File: src/rtl/qlf_k6n10f_dsp_cfg_pkg.sv
// ============================================================================
// Module   : qlf_k6n10f_dsp_cfg_pkg
// Purpose  : Shared widths, MODE_BITS field offsets and loader state encoding.
//            Build option: QL_DSP_CFG_PARITY_EN appends an even-parity bit.
// Revision : 1.0
// ============================================================================
`default_nettype none

package qlf_k6n10f_dsp_cfg_pkg;

    localparam int MODE_W     = 93;
    localparam int COEFF_W    = 20;
    localparam int NUM_COEFF  = 4;
    localparam int CNT_W      = 7;
`ifdef QL_DSP_CFG_PARITY_EN
    localparam int FRAME_LEN  = MODE_W + 1;
`else
    localparam int FRAME_LEN  = MODE_W;
`endif

    localparam int COEFF0_LSB    = 0;
    localparam int FRACTURED_BIT = 80;
    localparam int OSEL_LSB      = 81;
    localparam int SAT_BIT       = 84;
    localparam int SHR_LSB       = 85;
    localparam int ROUND_BIT     = 91;
    localparam int REGIN_BIT     = 92;

    typedef enum logic [1:0] {
        IDLE    = 2'd0,
        SHIFT   = 2'd1,
        CHECK   = 2'd2,
        PENDING = 2'd3
    } state_e;

    // A fractured tile only uses the low half of each coefficient.
    function automatic logic fields_invalid(input logic [MODE_W-1:0] m);
        logic hi_set;
        hi_set = 1'b0;
        for (int n = 0; n < NUM_COEFF; n++) begin
            hi_set = hi_set | (|m[COEFF0_LSB + n*COEFF_W + COEFF_W/2 +: COEFF_W/2]);
        end
        return m[FRACTURED_BIT] & hi_set;
    endfunction

endpackage

`default_nettype wire

File: src/rtl/qlf_dsp_cfg_shifter.sv
// ============================================================================
// Module   : qlf_dsp_cfg_shifter
// Purpose  : Shadow shift register (LSB-in) with bit counter and last-bit flag.
// Revision : 1.0
// ============================================================================
`default_nettype none

module qlf_dsp_cfg_shifter
    import qlf_k6n10f_dsp_cfg_pkg::*;
(
    input  logic                 clock_i,
    input  logic                 reset_ni,
    input  logic                 clear_i,
    input  logic                 shift_i,
    input  logic                 bit_i,
    output logic [FRAME_LEN-1:0] shadow_o,
    output logic                 last_o
);

    logic [FRAME_LEN-1:0] shadow_q, shadow_d;
    logic [CNT_W-1:0]     cnt_q, cnt_d;

    always_comb begin
        shadow_d = shadow_q;
        cnt_d    = cnt_q;
        if (clear_i) begin
            shadow_d = '0;
            cnt_d    = '0;
        end else if (shift_i) begin
            shadow_d = {shadow_q[FRAME_LEN-2:0], bit_i};
            cnt_d    = cnt_q + 1'b1;
        end
    end

    always_ff @(posedge clock_i or negedge reset_ni) begin
        if (!reset_ni) begin
            shadow_q <= '0;
            cnt_q    <= '0;
        end else begin
            shadow_q <= shadow_d;
            cnt_q    <= cnt_d;
        end
    end

    assign shadow_o = shadow_q;
    assign last_o   = (cnt_q == CNT_W'(FRAME_LEN - 1));

endmodule

`default_nettype wire

File: src/rtl/qlf_dsp_mode_cfg_loader.sv
// ============================================================================
// Module   : qlf_dsp_mode_cfg_loader
// Purpose  : Serial loader for QL_DSP2 MODE_BITS: shift, validate, stage, commit.
//            Build option: QL_DSP_CFG_PARITY_EN enables trailing even parity.
// Revision : 1.0
// ============================================================================
`default_nettype none

module qlf_dsp_mode_cfg_loader
    import qlf_k6n10f_dsp_cfg_pkg::*;
(
    input  logic                         clock_i,
    input  logic                         reset_ni,
    input  logic                         cfg_start_i,
    input  logic                         cfg_bit_i,
    input  logic                         cfg_valid_i,
    output logic                         cfg_ready_o,
    input  logic                         commit_i,
    output logic                         busy_o,
    output logic                         pending_o,
    output logic                         done_o,
    output logic                         err_o,
    output logic [MODE_W-1:0]            mode_bits_o,
    output logic                         fractured_o,
    output logic [2:0]                   output_select_o,
    output logic [5:0]                   shift_right_o,
    output logic                         saturate_enable_o,
    output logic                         round_o,
    output logic                         register_inputs_o,
    output logic [NUM_COEFF*COEFF_W-1:0] coeff_o
);

    state_e               state_q, state_d;
    logic                 err_q, err_d;
    logic                 done_q, done_d;
    logic [MODE_W-1:0]    active_q, active_d;

    logic                 sh_clear;
    logic                 sh_shift;
    logic                 sh_last;
    logic [FRAME_LEN-1:0] shadow;
    logic [MODE_W-1:0]    data;
    logic                 parity_ok;

    qlf_dsp_cfg_shifter u_shifter (
        .clock_i  (clock_i),
        .reset_ni (reset_ni),
        .clear_i  (sh_clear),
        .shift_i  (sh_shift),
        .bit_i    (cfg_bit_i),
        .shadow_o (shadow),
        .last_o   (sh_last)
    );

`ifdef QL_DSP_CFG_PARITY_EN
    assign data      = shadow[FRAME_LEN-1:1];
    assign parity_ok = ~^shadow;
`else
    assign data      = shadow;
    assign parity_ok = 1'b1;
`endif

    always_comb begin
        state_d  = state_q;
        err_d    = err_q;
        done_d   = 1'b0;
        active_d = active_q;
        sh_clear = 1'b0;
        sh_shift = 1'b0;
        case (state_q)
            IDLE: begin
                if (cfg_start_i) begin
                    state_d  = SHIFT;
                    err_d    = 1'b0;
                    sh_clear = 1'b1;
                end
            end
            SHIFT: begin
                // A restart wins over a bit presented in the same cycle.
                if (cfg_start_i) begin
                    sh_clear = 1'b1;
                end else if (cfg_valid_i) begin
                    sh_shift = 1'b1;
                    if (sh_last) begin
                        state_d = CHECK;
                    end
                end
            end
            CHECK: begin
                if (fields_invalid(data) || !parity_ok) begin
                    err_d    = 1'b1;
                    sh_clear = 1'b1;
                    state_d  = IDLE;
                end else begin
                    state_d  = PENDING;
                end
            end
            PENDING: begin
                if (commit_i) begin
                    active_d = data;
                    done_d   = 1'b1;
                    state_d  = IDLE;
                end
                if (cfg_start_i) begin
                    sh_clear = 1'b1;
                    state_d  = SHIFT;
                end
            end
            default: state_d = IDLE;
        endcase
    end

    always_ff @(posedge clock_i or negedge reset_ni) begin
        if (!reset_ni) begin
            state_q  <= IDLE;
            err_q    <= 1'b0;
            done_q   <= 1'b0;
            active_q <= '0;
        end else begin
            state_q  <= state_d;
            err_q    <= err_d;
            done_q   <= done_d;
            active_q <= active_d;
        end
    end

    assign cfg_ready_o       = (state_q == SHIFT);
    assign busy_o            = (state_q != IDLE);
    assign pending_o         = (state_q == PENDING);
    assign done_o            = done_q;
    assign err_o             = err_q;
    assign mode_bits_o       = active_q;
    assign fractured_o       = active_q[FRACTURED_BIT];
    assign output_select_o   = active_q[OSEL_LSB +: 3];
    assign shift_right_o     = active_q[SHR_LSB +: 6];
    assign saturate_enable_o = active_q[SAT_BIT];
    assign round_o           = active_q[ROUND_BIT];
    assign register_inputs_o = active_q[REGIN_BIT];
    assign coeff_o           = active_q[COEFF0_LSB +: NUM_COEFF*COEFF_W];

endmodule

`default_nettype wire
File: config.mk
export PLATFORM = sky130hd
export DESIGN_NAME = qlf_dsp_mode_cfg_loader
export DESIGN_NICKNAME = d
export VERILOG_FILES = /design/src/rtl/qlf_k6n10f_dsp_cfg_pkg.sv /design/src/rtl/qlf_dsp_cfg_shifter.sv /design/src/rtl/qlf_dsp_mode_cfg_loader.sv
export SDC_FILE = /design/constraint.sdc
export NUM_CORES = 1
export LEC_CHECK = 0
export BUFFER_PORTS_ARGS = -buffer_cell sky130_fd_sc_hd__buf_4
export CAP_MARGIN = 25
export CORE_AREA = 2 2 128 130
export CTS_CLUSTER_SIZE = 40
export DETAILED_ROUTE_END_ITERATION = 12
export DIE_AREA = 0 0 130 132
export PLACE_DENSITY = 0.83
export RECOVER_POWER = 100
export SYNTH_ARGS = -nofsm -noshare
export SYNTH_HDL_FRONTEND = slang
export SYNTH_SLANG_ARGS = --single-unit
File: constraint.sdc
create_clock -name clock_i -period 4.77 [get_ports clock_i]
set_clock_uncertainty 0.05 [all_clocks]
set_input_delay 0.477 -clock clock_i [delete_from_list [all_inputs] [get_ports clock_i]]
set_output_delay 0.477 -clock clock_i [all_outputs]
set_load 0.01 [all_outputs]
-- Word-level counts from Yosys, hierarchy flattened
Cells that the tools add are included.
- flip-flop bits (word level): 197
- output and inout bits: 191
- logic and storage cells: 56
- add/sub/neg operators: 1
- eq/ne operators: 10
- muxes and demuxes: 23
- bitwise gates (word level): 4
- reduce and logical (&&, ||, !) cells: 12
- operators with widths (operator ; count):
    $mux 93 ; 2
    $reduce_or 10->1 ; 4
    $mux 2 ; 7
    $mux 7 ; 2
    $mux 1 ; 9
    $ne 2x2->1 const B ; 4
    $pmux 2 s4 ; 1
    $add 7x1->7 const B ; 1
    $eq 7x7->1 const B ; 1
    $reduce_bool 2->1 ; 3
    $reduce_and 5->1 ; 1
    $eq 2x2->1 const B ; 2
    $pmux 1 s2 ; 2
    $ne 3x3->1 const B ; 1
    $or 1x1->1 ; 3
    $reduce_and 3->1 ; 1
    $reduce_or 3->1 ; 1
    $eq 2x1->1 const B ; 1
    $logic_not 2->1 ; 1
    $ne 2x1->1 const B ; 1
    $reduce_and 2->1 ; 1
    $and 1x1->1 ; 1

-- Longest topological paths before layout
- depth after elaboration: 8
- mapped depth: 6
- mapped depth without buffers: 6

-- By module
Synthesis repeated with hierarchy kept, for this count alone.
- cells, all modules: 668
- area, all modules: 8879.8 um^2
- by module, submodules not included (module ; times used ; cells an instance ; area an instance (um^2) ; sequential area each (um^2)):
    qlf_dsp_mode_cfg_loader ; 1 ; 332 ; 4793.3 ; 2427.3
    qlf_dsp_cfg_shifter ; 1 ; 336 ; 4086.4 ; 2502.4

-- Least setup slack after synthesis
Ideal clock, no wire load.
- path type: register -> register
- start: register u_shifter.shadow_q[19] (netlist: u_shifter.shadow_o[19])
- end: register u_shifter.shadow_q[10] (netlist: u_shifter.shadow_o[10])
- setup time: 73 ps
- arrival: 1581 ps
- required time: 4647 ps
- path slack: 3066 ps
- stages on the path, launching flop included: 7
- path buffers: 2
- cell sequence: dfrtp_1 -> or4_1 -> nor2_1 -> nand4_1 -> buf_6 -> buf_6 -> a21oi_2
- longest elaborated chain between the ends: 8
- RTL lines (item ; line ; source):
    start: declaration ; qlf_dsp_cfg_shifter.sv:20 ; logic [FRAME_LEN-1:0] shadow_q, shadow_d;
    start signal: assignment ; qlf_dsp_cfg_shifter.sv:40 ; shadow_q <= shadow_d;
    $reduce_or 10->1 (*) ; qlf_k6n10f_dsp_cfg_pkg.sv:41 ; hi_set = hi_set | (|m[COEFF0_LSB + n*COEFF_W + COEFF_W/2 +: COEFF_W/2]);
    $or 1x1->1 (*) (3 in a row) ; qlf_k6n10f_dsp_cfg_pkg.sv:41 ;
    $and 1x1->1 (*) ; qlf_k6n10f_dsp_cfg_pkg.sv:43 ; return m[FRACTURED_BIT] & hi_set;
    $mux 1 (*) ; qlf_dsp_mode_cfg_loader.sv:90 ; if (fields_invalid(data) || !parity_ok) begin
    $pmux 1 s2 (*) ; qlf_dsp_mode_cfg_loader.sv:70 ; case (state_q)
    $mux 93 / $reduce_bool 2->1 (equally long branches) ; n/a ;
Mark *: on every way between the ends. The rest lies on a longest branch, timed or not.
A chain may end at the register's enable or synchronous reset.

-- Worst setup path after layout
- start: register state_q[1]
- end: register active_q[50] (netlist: mode_bits_o[50])
- longest elaborated chain between the ends: 2
- RTL lines (item ; line ; source):
    start: declaration ; qlf_dsp_mode_cfg_loader.sv:33 ; state_e state_q, state_d;
    start signal: assignment ; qlf_dsp_mode_cfg_loader.sv:120 ; state_q <= state_d;
    $eq 2x2->1 ; qlf_dsp_mode_cfg_loader.sv:70 ;
    $reduce_and 2->1 (no line) ; n/a ;
    end signal: assignment ; qlf_dsp_mode_cfg_loader.sv:123 ; active_q <= active_d;
    end: declaration ; qlf_dsp_mode_cfg_loader.sv:36 ; logic [MODE_W-1:0] active_q, active_d;
Every way passes these cells.

==> flow_summary_export.csv <==
group,metric,value,unit
logic_synthesis,synth-seq-cells,197,
clock_network,cts.sinks,197,
critical_path,cp_max_fo,60,
grt,grt_use_met1,27.31,%
logic_synthesis,syn_inst,672,
grt,grt_util_met2,31.65,%
timing,setup_tns,0,ps
die,num_rows,46,
clock_network,h-tree-depth,4,
logic_synthesis,yosys_warnings,0,
route,ant_nets,0,
clock_network,cts_resized,0,
timing,finalSetupViolations,0,
route,wl,16.85,mm
clock_network,cts_hold_buf,0,
grt,grt_pass1_vias,5207,
clock_network,tritoncts,"done",
power_and_ir_drop,finalPower,3.339,mW
grt,grt_pass1_wl,26.90,mm
route,drt-vias-per-instance,5.361,
logic_synthesis,syn-num-nets,680,
grt,grt_max_degree,111,
route,drc,0,
clock_network,cts_setup_buffers,0,
critical_path,arrival,3670,ps
critical_path,cp.required,5020,ps
cells_and_area,antenna_cells,0,
clock_network,cts_made_buffers,17,
place,hpwl,10.61,mm
status,outcome,"finished, violations left",
status,failed_checks,"capacitance limit, slew limit",
route,firstDrtPassIters,4,
place,gp_congestion,0.8051,
timing,rsz0062_at_grt,"false",
die,die_x,130,um
critical_path,endpoint_kind,"register",
timing,tightest_slew,2193,ps
flow_run,max-cap-violations,2,
power_and_ir_drop,cellLeakagePower,4.489,nW
grt,grt_overflow_total,0,
power_and_ir_drop,vdd_drop_max,0.0002173,V
die,fp.dieArea,17160,um^2
logic_synthesis,syn-cell-area,9076,um^2
cells_and_area,final_cell_mix,"197 x dfrtp_1, 193 x clkbuf_1, 99 x a21oi_1, 93 x mux2_1, 93 x mux2i_1",
place,port_buffers,196,
grt,met3_usage,4.180,%
route,routedWlPerCell,17.13,um
power_and_ir_drop,powerDensity,349.9,nW/um^2
cells_and_area,final_common_cell,"dfrtp_1",
hold_path,hold_depth,3,
hold_path,worstHoldPathType,"in2reg",
grt,grt_antenna_before_repair,0,
clock_network,insertion_delay,430,ps
timing,maxSlewViolCount,124,
route,drt_iter0_markers,308,
logic_synthesis,synthArstFlopShare,100.0,%
clock_network,cts_buffer_depth,2,
clock_network,cts_root_buffer,"clkbuf_16",
clock_network,clk_pin_slew,70,ps
die,io_pins,197,
critical_path,reg2regPathDepth,3,
logic_synthesis,avgSynthCellArea,13.51,um^2
die,initial_core_util,57.76,%
timing,max_freq,292.2,MHz
die,die_y,132,um
die,core_area,15710,um^2
route,vias,5275,
cells_and_area,fin_nets,763,
timing,fin_crit,3422,ps
logic_synthesis,ys_seq_area_share,54.31,%
grt,grt.busiest_layer,"met2",
timing,hold_ws,291.7,ps
timing,max_slew_margin,-46.19,%
logic_synthesis,yosys_most_used_dff,"dfrtp_1",
logic_synthesis,synth_edf_count,0,
cells_and_area,fin_util,60.73,%
cells_and_area,drive_gt1_share,5.859,%
cells_and_area,syn2layout_area_growth,5.142,%
critical_path,start_kind,"register",
critical_path,worstSetupPathType,"reg2reg",
grt,track_usage,19.70,%
timing,finalHoldViolCount,0,
timing,period_share,71.75,%
logic_synthesis,yosysUniqueCellTypes,31,
-- layout make-up --
type	count	area, um^2
Clock buffer	21	460.4
Clock inverter	11	197.7
Fill cell	1477	6170
Inverter	4	15.01
Multi-Input combinational cell	334	2855
Sequential cell	197	4930
Tap cell	216	270.3
Timing Repair Buffer	201	814.5
-- through the flow --
step / worst slack, ps / cells / cell area, um^2
3_5_place_dp: 2262 / 952 / 9943
6_report: 1348 / 984 / 9543
5_1_grt: 1128 / 984 / 9543
3_3_place_gp: 2355 / 952 / 9943
4_1_cts: 2257 / 984 / 10600
2_1_floorplan: 3066 / 672 / 9076
-- registers in the layout (all words and copies together) (netlist names) --
name / flops
err_o: 1
state_q: 2
done_o: 1
u_shifter.shadow_o: 93
u_shifter.cnt_q: 7
mode_bits_o: 93
-- routing by layer --
layer  vias up  share of wire (%)
li1       2447                  -
met5         -                  0
met2       152                 49
met3        15                5.0
met4         0               0.93
met1      2661                 45
-- power by group --
part           total [mW]  switching, mW  leakage [nW]  internal (mW)
Sequential           1.67        0.00235          2.75           1.67
Clock                1.57          0.604         0.311          0.962
Combinational      0.0982         0.0699          1.43         0.0283
Total                3.34          0.677          4.49           2.66
-- critical path: stages, from the launching register on --
cell and delay [ps]:
dfrtp_1 500, and3_4 810, clkbuf_1 1480, mux2_1 410
-- Yosys cell counts, types with 3 or more instances --
master | count | area [um^2]
nand3_1 | 3 | 15.01
buf_4 | 93 | 698.2
nand4_1 | 5 | 31.28
dfrtp_1 | 197 | 4930
nor2_1 | 4 | 15.01
inv_1 | 3 | 11.26
mux2i_1 | 93 | 930.9
buf_6 | 10 | 112.6
a21oi_1 | 11 | 55.05
buf_2 | 32 | 160.2
mux2_1 | 93 | 1047
a21oi_2 | 90 | 788.3
nor4_1 | 8 | 50.05
nand2_1 | 3 | 11.26
xor2_1 | 5 | 43.79
-- cell families after synthesis --
group	synth area share, %
DFF	54.31
muxes	21.92
buffers and inverters	10.95
AOI/OAI and AO/OA	9.760
and+or+nand+nor	2.206
xor gates and xnor gates	0.5790
adders and majority gates	0.2757
-- path summary, 6_finish.rpt --
kind                                                 endpoint  slack [ps]                         from
min in group asynchronous         mode_bits_o[43]$_DFFE_PN0P_         640                     reset_ni
max                               mode_bits_o[50]$_DFFE_PN0P_        1350       state_q[1]$_DFFE_PN0P_
min                         u_shifter.shadow_o[0]$_DFFE_PN0P_         290                    cfg_bit_i
max in group asynchronous  u_shifter.shadow_o[88]$_DFFE_PN0P_        2600                     reset_ni
max reg2reg                       mode_bits_o[50]$_DFFE_PN0P_        1350       state_q[1]$_DFFE_PN0P_
min reg2reg                       mode_bits_o[92]$_DFFE_PN0P_         450  mode_bits_o[92]$_DFFE_PN0P_
Power figures use the tool's default switching activity.
